## config.mk

```make
export PLATFORM = sky130hd
export DESIGN_NAME = sq_ctrl_flat
export DESIGN_NICKNAME = d
export VERILOG_FILES = /design/src/rtl/sq_ctrl_pkg.sv /design/src/rtl/sq_ctrl_if.sv /design/src/rtl/sq_ctrl_onehot.sv /design/src/rtl/sq_ctrl.sv /design/src/flat_wrapper.sv
export SDC_FILE = /design/constraint.sdc
export NUM_CORES = 1
export LEC_CHECK = 0
export CAP_MARGIN = 20
export CELL_PAD_IN_SITES_DETAIL_PLACEMENT = 0
export CELL_PAD_IN_SITES_GLOBAL_PLACEMENT = 1
export CORE_UTILIZATION = 40
export CTS_CLUSTER_SIZE = 20
export DETAILED_ROUTE_END_ITERATION = 8
export GPL_ROUTABILITY_DRIVEN = 0
export PLACE_DENSITY = 0.87
export SLEW_MARGIN = 20
export SYNTH_ARGS = -nofsm -noshare
export SYNTH_HDL_FRONTEND = slang
export SYNTH_SLANG_ARGS = --single-unit
```

## constraint.sdc

```tcl
create_clock -name clock -period 6.9 [get_ports clock]
set_clock_uncertainty 0.15 [all_clocks]
set_input_delay 1.38 -clock clock [delete_from_list [all_inputs] [get_ports clock]]
set_output_delay 1.38 -clock clock [all_outputs]
set_load 0.03 [all_outputs]
```

## src/rtl/sq_ctrl_pkg.sv

```systemverilog
// Shared constants and types for the store-queue sequencing controller.
package sq_ctrl_pkg;

  localparam int unsigned SQ_SIZE = 8;
  localparam int unsigned PTR_W   = $clog2(SQ_SIZE);

  typedef logic [PTR_W:0] count_t;

  typedef enum logic {
    IDLE,
    ISSUE
  } drain_state_e;

endpackage

```

## src/rtl/sq_ctrl_if.sv

```systemverilog
// D-cache store request port: controller is master, cache is slave.
interface sq_ctrl_if #(
  parameter int unsigned PTR_W = sq_ctrl_pkg::PTR_W
);

  logic             mem_req_valid;
  logic [PTR_W-1:0] mem_req_idx;
  logic             mem_req_ready;

  modport master (
    output mem_req_valid,
    output mem_req_idx,
    input  mem_req_ready
  );

  modport slave (
    input  mem_req_valid,
    input  mem_req_idx,
    output mem_req_ready
  );

endinterface

```

## src/rtl/sq_ctrl_onehot.sv

```systemverilog
// Range mask with wrap: sets len consecutive bits starting at ptr.
// len=1 yields a one-hot, len=0 yields zero.
module sq_ptr_onehot #(
  parameter int unsigned SIZE  = 8,
  parameter int unsigned PTR_W = $clog2(SIZE)
) (
  input  logic [PTR_W-1:0] ptr,
  input  logic [PTR_W:0]   len,
  output logic [SIZE-1:0]  mask
);

  logic [PTR_W-1:0] off;

  // Each bit is set when its distance from ptr (mod SIZE) is below len.
  always_comb begin
    mask = '0;
    off  = '0;
    for (int unsigned i = 0; i < SIZE; i++) begin
      off     = PTR_W'(i) - ptr;
      mask[i] = ({1'b0, off} < len);
    end
  end

endmodule

```

## src/rtl/sq_ctrl.sv

```systemverilog
// Store-queue sequencing controller: allocation, commit tracking, drain
// to the D-cache one store at a time, and clear pulses on drain/flush.
module sq_ctrl
  import sq_ctrl_pkg::*;
#(
  parameter int unsigned SQ_SIZE = sq_ctrl_pkg::SQ_SIZE,
  parameter int unsigned PTR_W   = $clog2(SQ_SIZE)
) (
  input  logic               clock,
  input  logic               reset,
  input  logic               disp_st_valid1,
  input  logic               disp_st_valid2,
  output logic [SQ_SIZE-1:0] sq_alloc1_onehot,
  output logic [SQ_SIZE-1:0] sq_alloc2_onehot,
  output logic               sq_stall,
  input  logic [1:0]         rob_st_commit_cnt,
  input  logic [SQ_SIZE-1:0] entry_ready,
  output logic [SQ_SIZE-1:0] sq_entry_clear,
  sq_ctrl_if.master          mem,
  input  logic               flush,
  output logic [PTR_W-1:0]   sq_head,
  output logic [PTR_W-1:0]   sq_tail,
  output logic [PTR_W:0]     sq_count
);

  typedef logic [PTR_W-1:0] ptr_t;
  typedef logic [PTR_W:0]   cnt_t;

  ptr_t head_q, commit_q, tail_q, idx_q;
  cnt_t count_q, ncommitted_q;
  drain_state_e state_q, state_n;

  logic accept, n1, n2, drain;
  cnt_t alloc_c, commit_c, drain_c, flush_len;
  ptr_t alloc_p, commit_p, slot2_ptr;
  logic [SQ_SIZE-1:0] drain_mask, flush_mask;

  assign sq_stall  = (count_q > cnt_t'(SQ_SIZE - 2));
  assign accept    = !sq_stall && !flush && !reset;
  assign n1        = disp_st_valid1 && accept;
  assign n2        = disp_st_valid2 && accept;
  assign alloc_c   = cnt_t'(n1) + cnt_t'(n2);
  assign alloc_p   = ptr_t'(n1) + ptr_t'(n2);
  assign commit_c  = cnt_t'(rob_st_commit_cnt);
  assign commit_p  = ptr_t'(rob_st_commit_cnt);
  assign drain_c   = cnt_t'(drain);
  assign slot2_ptr = tail_q + ptr_t'(n1);
  // Uncommitted entries left after this cycle's commit are the ones discarded.
  assign flush_len = (flush && !reset) ? (count_q - ncommitted_q - commit_c) : '0;

  sq_ptr_onehot #(.SIZE(SQ_SIZE), .PTR_W(PTR_W)) u_alloc1 (
    .ptr  (tail_q),
    .len  (cnt_t'(n1)),
    .mask (sq_alloc1_onehot)
  );

  sq_ptr_onehot #(.SIZE(SQ_SIZE), .PTR_W(PTR_W)) u_alloc2 (
    .ptr  (slot2_ptr),
    .len  (cnt_t'(n2)),
    .mask (sq_alloc2_onehot)
  );

  sq_ptr_onehot #(.SIZE(SQ_SIZE), .PTR_W(PTR_W)) u_drain (
    .ptr  (head_q),
    .len  (cnt_t'(drain && !reset)),
    .mask (drain_mask)
  );

  sq_ptr_onehot #(.SIZE(SQ_SIZE), .PTR_W(PTR_W)) u_flush (
    .ptr  (commit_q + commit_p),
    .len  (flush_len),
    .mask (flush_mask)
  );

  // Drained head is always committed, flushed range never is: masks are disjoint.
  assign sq_entry_clear = drain_mask | flush_mask;

  assign sq_head  = head_q;
  assign sq_tail  = tail_q;
  assign sq_count = count_q;

  // Queue pointers and occupancy counters.
  always_ff @(posedge clock) begin
    if (reset) begin
      head_q       <= '0;
      commit_q     <= '0;
      tail_q       <= '0;
      count_q      <= '0;
      ncommitted_q <= '0;
    end else begin
      head_q       <= head_q + ptr_t'(drain);
      commit_q     <= commit_q + commit_p;
      ncommitted_q <= ncommitted_q + commit_c - drain_c;
      if (flush) begin
        tail_q  <= commit_q + commit_p;
        count_q <= ncommitted_q + commit_c - drain_c;
      end else begin
        tail_q  <= tail_q + alloc_p;
        count_q <= count_q + alloc_c - drain_c;
      end
    end
  end

  // Drain FSM state register; request index captured on entry to ISSUE.
  always_ff @(posedge clock) begin
    if (reset) begin
      state_q <= IDLE;
      idx_q   <= '0;
    end else begin
      state_q <= state_n;
      if (state_q == IDLE && state_n == ISSUE) idx_q <= head_q;
    end
  end

  // Drain FSM next-state logic.
  always_comb begin
    state_n = state_q;
    case (state_q)
      IDLE:    if (ncommitted_q != '0 && entry_ready[head_q]) state_n = ISSUE;
      ISSUE:   if (mem.mem_req_ready) state_n = IDLE;
      default: state_n = IDLE;
    endcase
  end

  // Drain FSM outputs.
  always_comb begin
    mem.mem_req_valid = (state_q == ISSUE);
    mem.mem_req_idx   = idx_q;
    drain             = (state_q == ISSUE) && mem.mem_req_ready;
  end

endmodule

```

## src/flat_wrapper.sv

```systemverilog
// flat-port wrapper written by rule: the top's interface ports become plain ports
module sq_ctrl_flat import sq_ctrl_pkg::*;
#(
  parameter int unsigned SQ_SIZE = sq_ctrl_pkg::SQ_SIZE,
  parameter int unsigned PTR_W   = $clog2(SQ_SIZE)
)
  (clock, reset, disp_st_valid1, disp_st_valid2, sq_alloc1_onehot, sq_alloc2_onehot, sq_stall, rob_st_commit_cnt, entry_ready, sq_entry_clear, flush, sq_head, sq_tail, sq_count, mem_mem_req_valid, mem_mem_req_idx, mem_mem_req_ready);
  sq_ctrl_if #(.PTR_W(PTR_W)) mem_i ();
  input  logic clock;
  input  logic reset;
  input  logic disp_st_valid1;
  input  logic disp_st_valid2;
  output logic [SQ_SIZE-1:0] sq_alloc1_onehot;
  output logic [SQ_SIZE-1:0] sq_alloc2_onehot;
  output logic sq_stall;
  input  logic [1:0] rob_st_commit_cnt;
  input  logic [SQ_SIZE-1:0] entry_ready;
  output logic [SQ_SIZE-1:0] sq_entry_clear;
  input  logic flush;
  output logic [PTR_W-1:0] sq_head;
  output logic [PTR_W-1:0] sq_tail;
  output logic [PTR_W:0] sq_count;
  output wire logic [$bits(mem_i.mem_req_valid)-1:0] mem_mem_req_valid;
  output wire logic [$bits(mem_i.mem_req_idx)-1:0] mem_mem_req_idx;
  input wire logic [$bits(mem_i.mem_req_ready)-1:0] mem_mem_req_ready;
  assign mem_mem_req_valid = mem_i.mem_req_valid;
  assign mem_mem_req_idx = mem_i.mem_req_idx;
  assign mem_i.mem_req_ready = mem_mem_req_ready;
  sq_ctrl #(.SQ_SIZE(SQ_SIZE), .PTR_W(PTR_W)) u_core (.clock(clock), .reset(reset), .disp_st_valid1(disp_st_valid1), .disp_st_valid2(disp_st_valid2), .sq_alloc1_onehot(sq_alloc1_onehot), .sq_alloc2_onehot(sq_alloc2_onehot), .sq_stall(sq_stall), .rob_st_commit_cnt(rob_st_commit_cnt), .entry_ready(entry_ready), .sq_entry_clear(sq_entry_clear), .mem(mem_i), .flush(flush), .sq_head(sq_head), .sq_tail(sq_tail), .sq_count(sq_count));
endmodule
```

# After elaboration in Yosys (flattened, before gate mapping)
# Cells that the tools add are included.
# Widths: inputs -> output; s select.
# classes
n_addsub,44
order_cmp,34
n_mux,8
n_bitwise,2
n_reduce_logical,13
# ops
op,count
$lt 3x1->1,24
$sub 3x3->3 const A,16
$lt 3x4->1,8
$sub 1x3->3 const A,8
$sub 2x3->3 const A,8
$logic_and 1x1->1,9
$mux 4,2
$or 8x8->8,1
$sub 4x1->4,2
$add 3x1->3,2
$add 1x1->2,2
$add 4x2->4,1
$add 4x4->4,1
$gt 4x3->1 const B,1
$lt 3x4->1 const B,1
$reduce_bool 4->1,1
$sub 4x2->4,1
$sub 4x4->4,1
$add 3x2->3,1
$add 3x3->3,1
$bmux 1 s3,1
$logic_not 1->1,3
$mux 1,3
$mux 3,1
other kinds (2),2
# word_totals
ff_bits,21
input_bits,16
out_inout_bits,39
elab_cells,108

# Depth between registers and ports, before layout
# depth
ltp_word,9
mapped_depth,14
depth_no_buf,14

# Modules after synthesis
# From an unflattened synthesis, not the netlist that was laid out.
# hier_totals
hier_cells,376
area_unflattened_um2,3105.5
# by_module_without_submodules
mod,instances,cells_per_inst,area_per_inst_um2,seq_area_each_um2
sq_ptr_onehot,4,52,391.6,0.0
sq_ctrl,1,168,1539.0,420.4

# Worst setup path after synthesis
# No wires, ideal clock.
# synth_timing
kind,input to output
startpoint,input flush
endpoint,output sq_alloc2_onehot[4]
arrival_time_ps,3557
slack_ps,1813
stages,8
path_buffers,0
path_cell_list,or2_1 nor3_1 ha_1 ha_1 inv_1 ha_1 xnor2_1 nor3b_1
# synth_via
elab_chain_cells,7
# synth_lines
item,line,text
"start, declared",flat_wrapper.sv:19,input logic flush;
$logic_not 1->1 *,sq_ctrl.sv:39,assign accept = !sq_stall && !flush && !reset;
$logic_and 1x1->1 * (2 in series),sq_ctrl.sv:39,
$logic_and 1x1->1,sq_ctrl.sv:40,assign n1 = disp_st_valid1 && accept;
$add 3x1->3,sq_ctrl.sv:47,assign slot2_ptr = tail_q + ptr_t'(n1);
$sub 3x3->3,sq_ctrl_onehot.sv:19,off = PTR_W'(i) - ptr;
$lt 3x1->1 *,sq_ctrl_onehot.sv:20,"mask[i] = ({1'b0, off} < len);"
"end, declared",flat_wrapper.sv:14,output logic [SQ_SIZE-1:0] sq_alloc2_onehot;
# Mark *: on every way between the ends. The rest lies on a longest branch, timed or not.

# Worst setup path in the final report
# layout_timing
startpoint,input rob_st_commit_cnt[0]
endpoint,output sq_entry_clear[4]
# layout_via
elab_chain_cells,4
# layout_lines
item,line,text
"start, declared",flat_wrapper.sv:16,input logic [1:0] rob_st_commit_cnt;
$add 3x2->3 / $sub 4x2->4 (equally long branches),"sq_ctrl.sv:70, sq_ctrl.sv:49",
$sub 3x3->3 / $mux 4 (equally long branches),"sq_ctrl_onehot.sv:19, sq_ctrl.sv:49",
$lt 3x4->1 *,sq_ctrl_onehot.sv:20,
$or 8x8->8 *,sq_ctrl.sv:76,assign sq_entry_clear = drain_mask | flush_mask;
"end, declared",flat_wrapper.sv:18,output logic [SQ_SIZE-1:0] sq_entry_clear;
# Marks and branches as above.

==> reports/results.ini <==
[yosys]
yosysSeqAreaShare_pct=18.5
async_flop_share_pct=0
synth_edf_count=0
yosys_most_used_dff=dfxtp_1
synth_top_area_cell=ha_1
synth_area_per_cell_um2=8.63
syn-num-nets=330
synthCells=264
yosys_warnings=0
synth_common_cells=44 x ha_1, 43 x inv_1, 24 x nor2_1
ys_ff_latch=21
ys_top_cells_by_area=ha_1 24%, dfxtp_1 18%, inv_1 7.1%
syn-cell-area_um2=2280
yosysUniqueCellTypes=40
yosysMostFrequentCell=ha_1
synth_top_area_share_pct=24.2

[critical_path]
cp_top_family=buffers and inverters
crit_arrival_ps=4640
slowest_stage=clkdlybuf4s50_1
crit_buf_inv=3
crit_start=rob_st_commit_cnt[0]
end_kind=primary output
worst-path-max-fanout=7
max_stage_delay_ps=690
crit_required_ps=5370
crit_chain=clkdlybuf4s50_1 > ha_1 > fa_1 > xnor2_1 > xor2_1 > inv_1 > ha_1 > a21oi_1 > a21oi_1 > o21ai_0 > clkdlybuf4s50_1
r2r_start=u_core.sq_count[3]
cp-start-kind=input port
setup.worst_path.class=input port to primary output

[route]
wl_um=4780
first_iter_violations=47
drcViolationCount=0
vias=1889
drtPass1Iterations=4
viasPerCell=4.87
routedWlPerCell_um=12.3
ant_nets=0

[cells_and_area]
drive_gt1_share_pct=2.85
regArea_um2=420
multi_input_area_um2=1640
antenna_cells=0
fin_util_pct=53.0
fillers=535
stdcell_area_um2=2920
layout.nets=383
area_delta_synth_final_pct=28.1
final_cells=388

[floorplanning]
ioPinCount=55
start_util_pct=41.4
chipHeight_um=77.5
die_w_um=77.5
coreArea_um2=5510
die_area_um2=6000
num_rows=27

[clock_tree]
clk_pin_slew_ps=80
postCtsSetupBuffers=0
clockBufferDepth=2
cts-root-buf=clkbuf_8
cts.repair.resized=0
cts_max_level=1
cts_hold_buf=0
clock_sinks=21
tritoncts=done
clk_latency_ps=270
cts_buffers=3

[sta]
hold_slack_ps=324
hold_viol_final=0
fmax_mhz=162
finalSetupViolCount=0
fin_ws_ps=727
slew_viol_final=0
period_minus_slack_ps=6170
rsz0062_at_grt=no
setup_tns_ps=0
worst_pin_slew_ps=726
post-route-period-util_pct=89.5
relSlewSlack_pct=51.3

[min_path]
holdCritStartpoint=u_core.mem.mem_req_idx[0]
hold_path_class=register to register

[placement]
placed_cell_area_um2=2870
io_buffer_count=54
post-place-ws_ps=694
dp_hpwl_um=3970
dp.cells=384

[run_status]
outcome=finished clean

[power]
totalPowerFinal_mw=1.09
ir_worst_vdd_v=0.000203
powerDensity_nw_per_um2=375
p_leak_nw=1.29

[global_routing]
grt_overflow_total=0
grtUsageTotal_pct=17.2
grt_pass1_wl_um=8340
grt_pass1_vias=1843
grt_antenna_before_repair=0
grt_start_max_net_pins=30

[run]
drv_cap=0

routing by layer:
metal	up-vias	routed length, um	GRT usage (%)
li1	997	-	-
met1	864	2400	23.4
met2	24	2210	28.0
met3	4	124	2.35
met4	0	51	4.91
met5	-	0	0
sequential cells by signal, summed over array words and instances (netlist names):
register	count
u_core.commit_q	3
u_core.mem.mem_req_idx	3
u_core.mem.mem_req_valid	1
u_core.ncommitted_q	4
u_core.sq_count	4
u_core.sq_head	3
u_core.sq_tail	3
cell families after synthesis:
group / count (synthesis) / synth area share [%]
simple gates: 72 / 17.4
buf+inv: 51 / 9.50
fa+ha+maj: 50 / 29.5
compound gates: 39 / 12.2
xor+xnor: 22 / 8.46
flops: 21 / 18.5
mux: 9 / 4.51
layout by cell type (no fill, tap or decap), drive strengths merged, types with 8 or more instances in the layout:
cell type      count
a211oi            11
clkdlybuf4s50     54
dfxtp             21
ha                44
inv               43
mux2i              8
nor2              24
o21ai              8
xnor2             14
xor2               8
worst reg2reg max path, cell delays in order, from the launching register on:
cell     delay, ps
dfxtp_1        460
inv_1           80
ha_1           190
and3_1         200
a21o_1         180
nor3_1         340
ha_1           290
inv_1           60
ha_1           320
inv_1           50
ha_1           270
a21o_1         180
a21oi_1        180
xor2_1         170
o22ai_1         90
worst paths after layout:
| kind | to | slack (ps) | cells past startpoint |
|---|---|---|---|
| setup / recovery | sq_entry_clear[4] | 730 | 11 |
| hold / removal | u_core.mem.mem_req_idx[0] | 320 | 2 |
| hold reg to reg | u_core.mem.mem_req_idx[0] | 320 | 2 |
| setup reg to reg | u_core.sq_count[3] | 3570 | 14 |
report_power, final:
| group | internal (mW) | leakage, nW | switching, mW | total [mW] |
|---|---|---|---|---|
| combinational | 0.364 | 1.09 | 0.469 | 0.833 |
| sequential | 0.147 | 0.173 | 0.0298 | 0.177 |
| clock | 0.0409 | 0.0217 | 0.0439 | 0.0848 |
| total | 0.552 | 1.29 | 0.543 | 1.09 |
final cells by class:
cell class | count | share of cell area, %
well taps | 72 | 3.09
clock buffers | 3 | 1.42
repair buffers | 56 | 19.0
inverters | 43 | 5.53
clock inverters | 1 | 0.257
multi-input cells | 192 | 56.2
flip-flops and latches | 21 | 14.4
(Power assumes the default switching activity.)
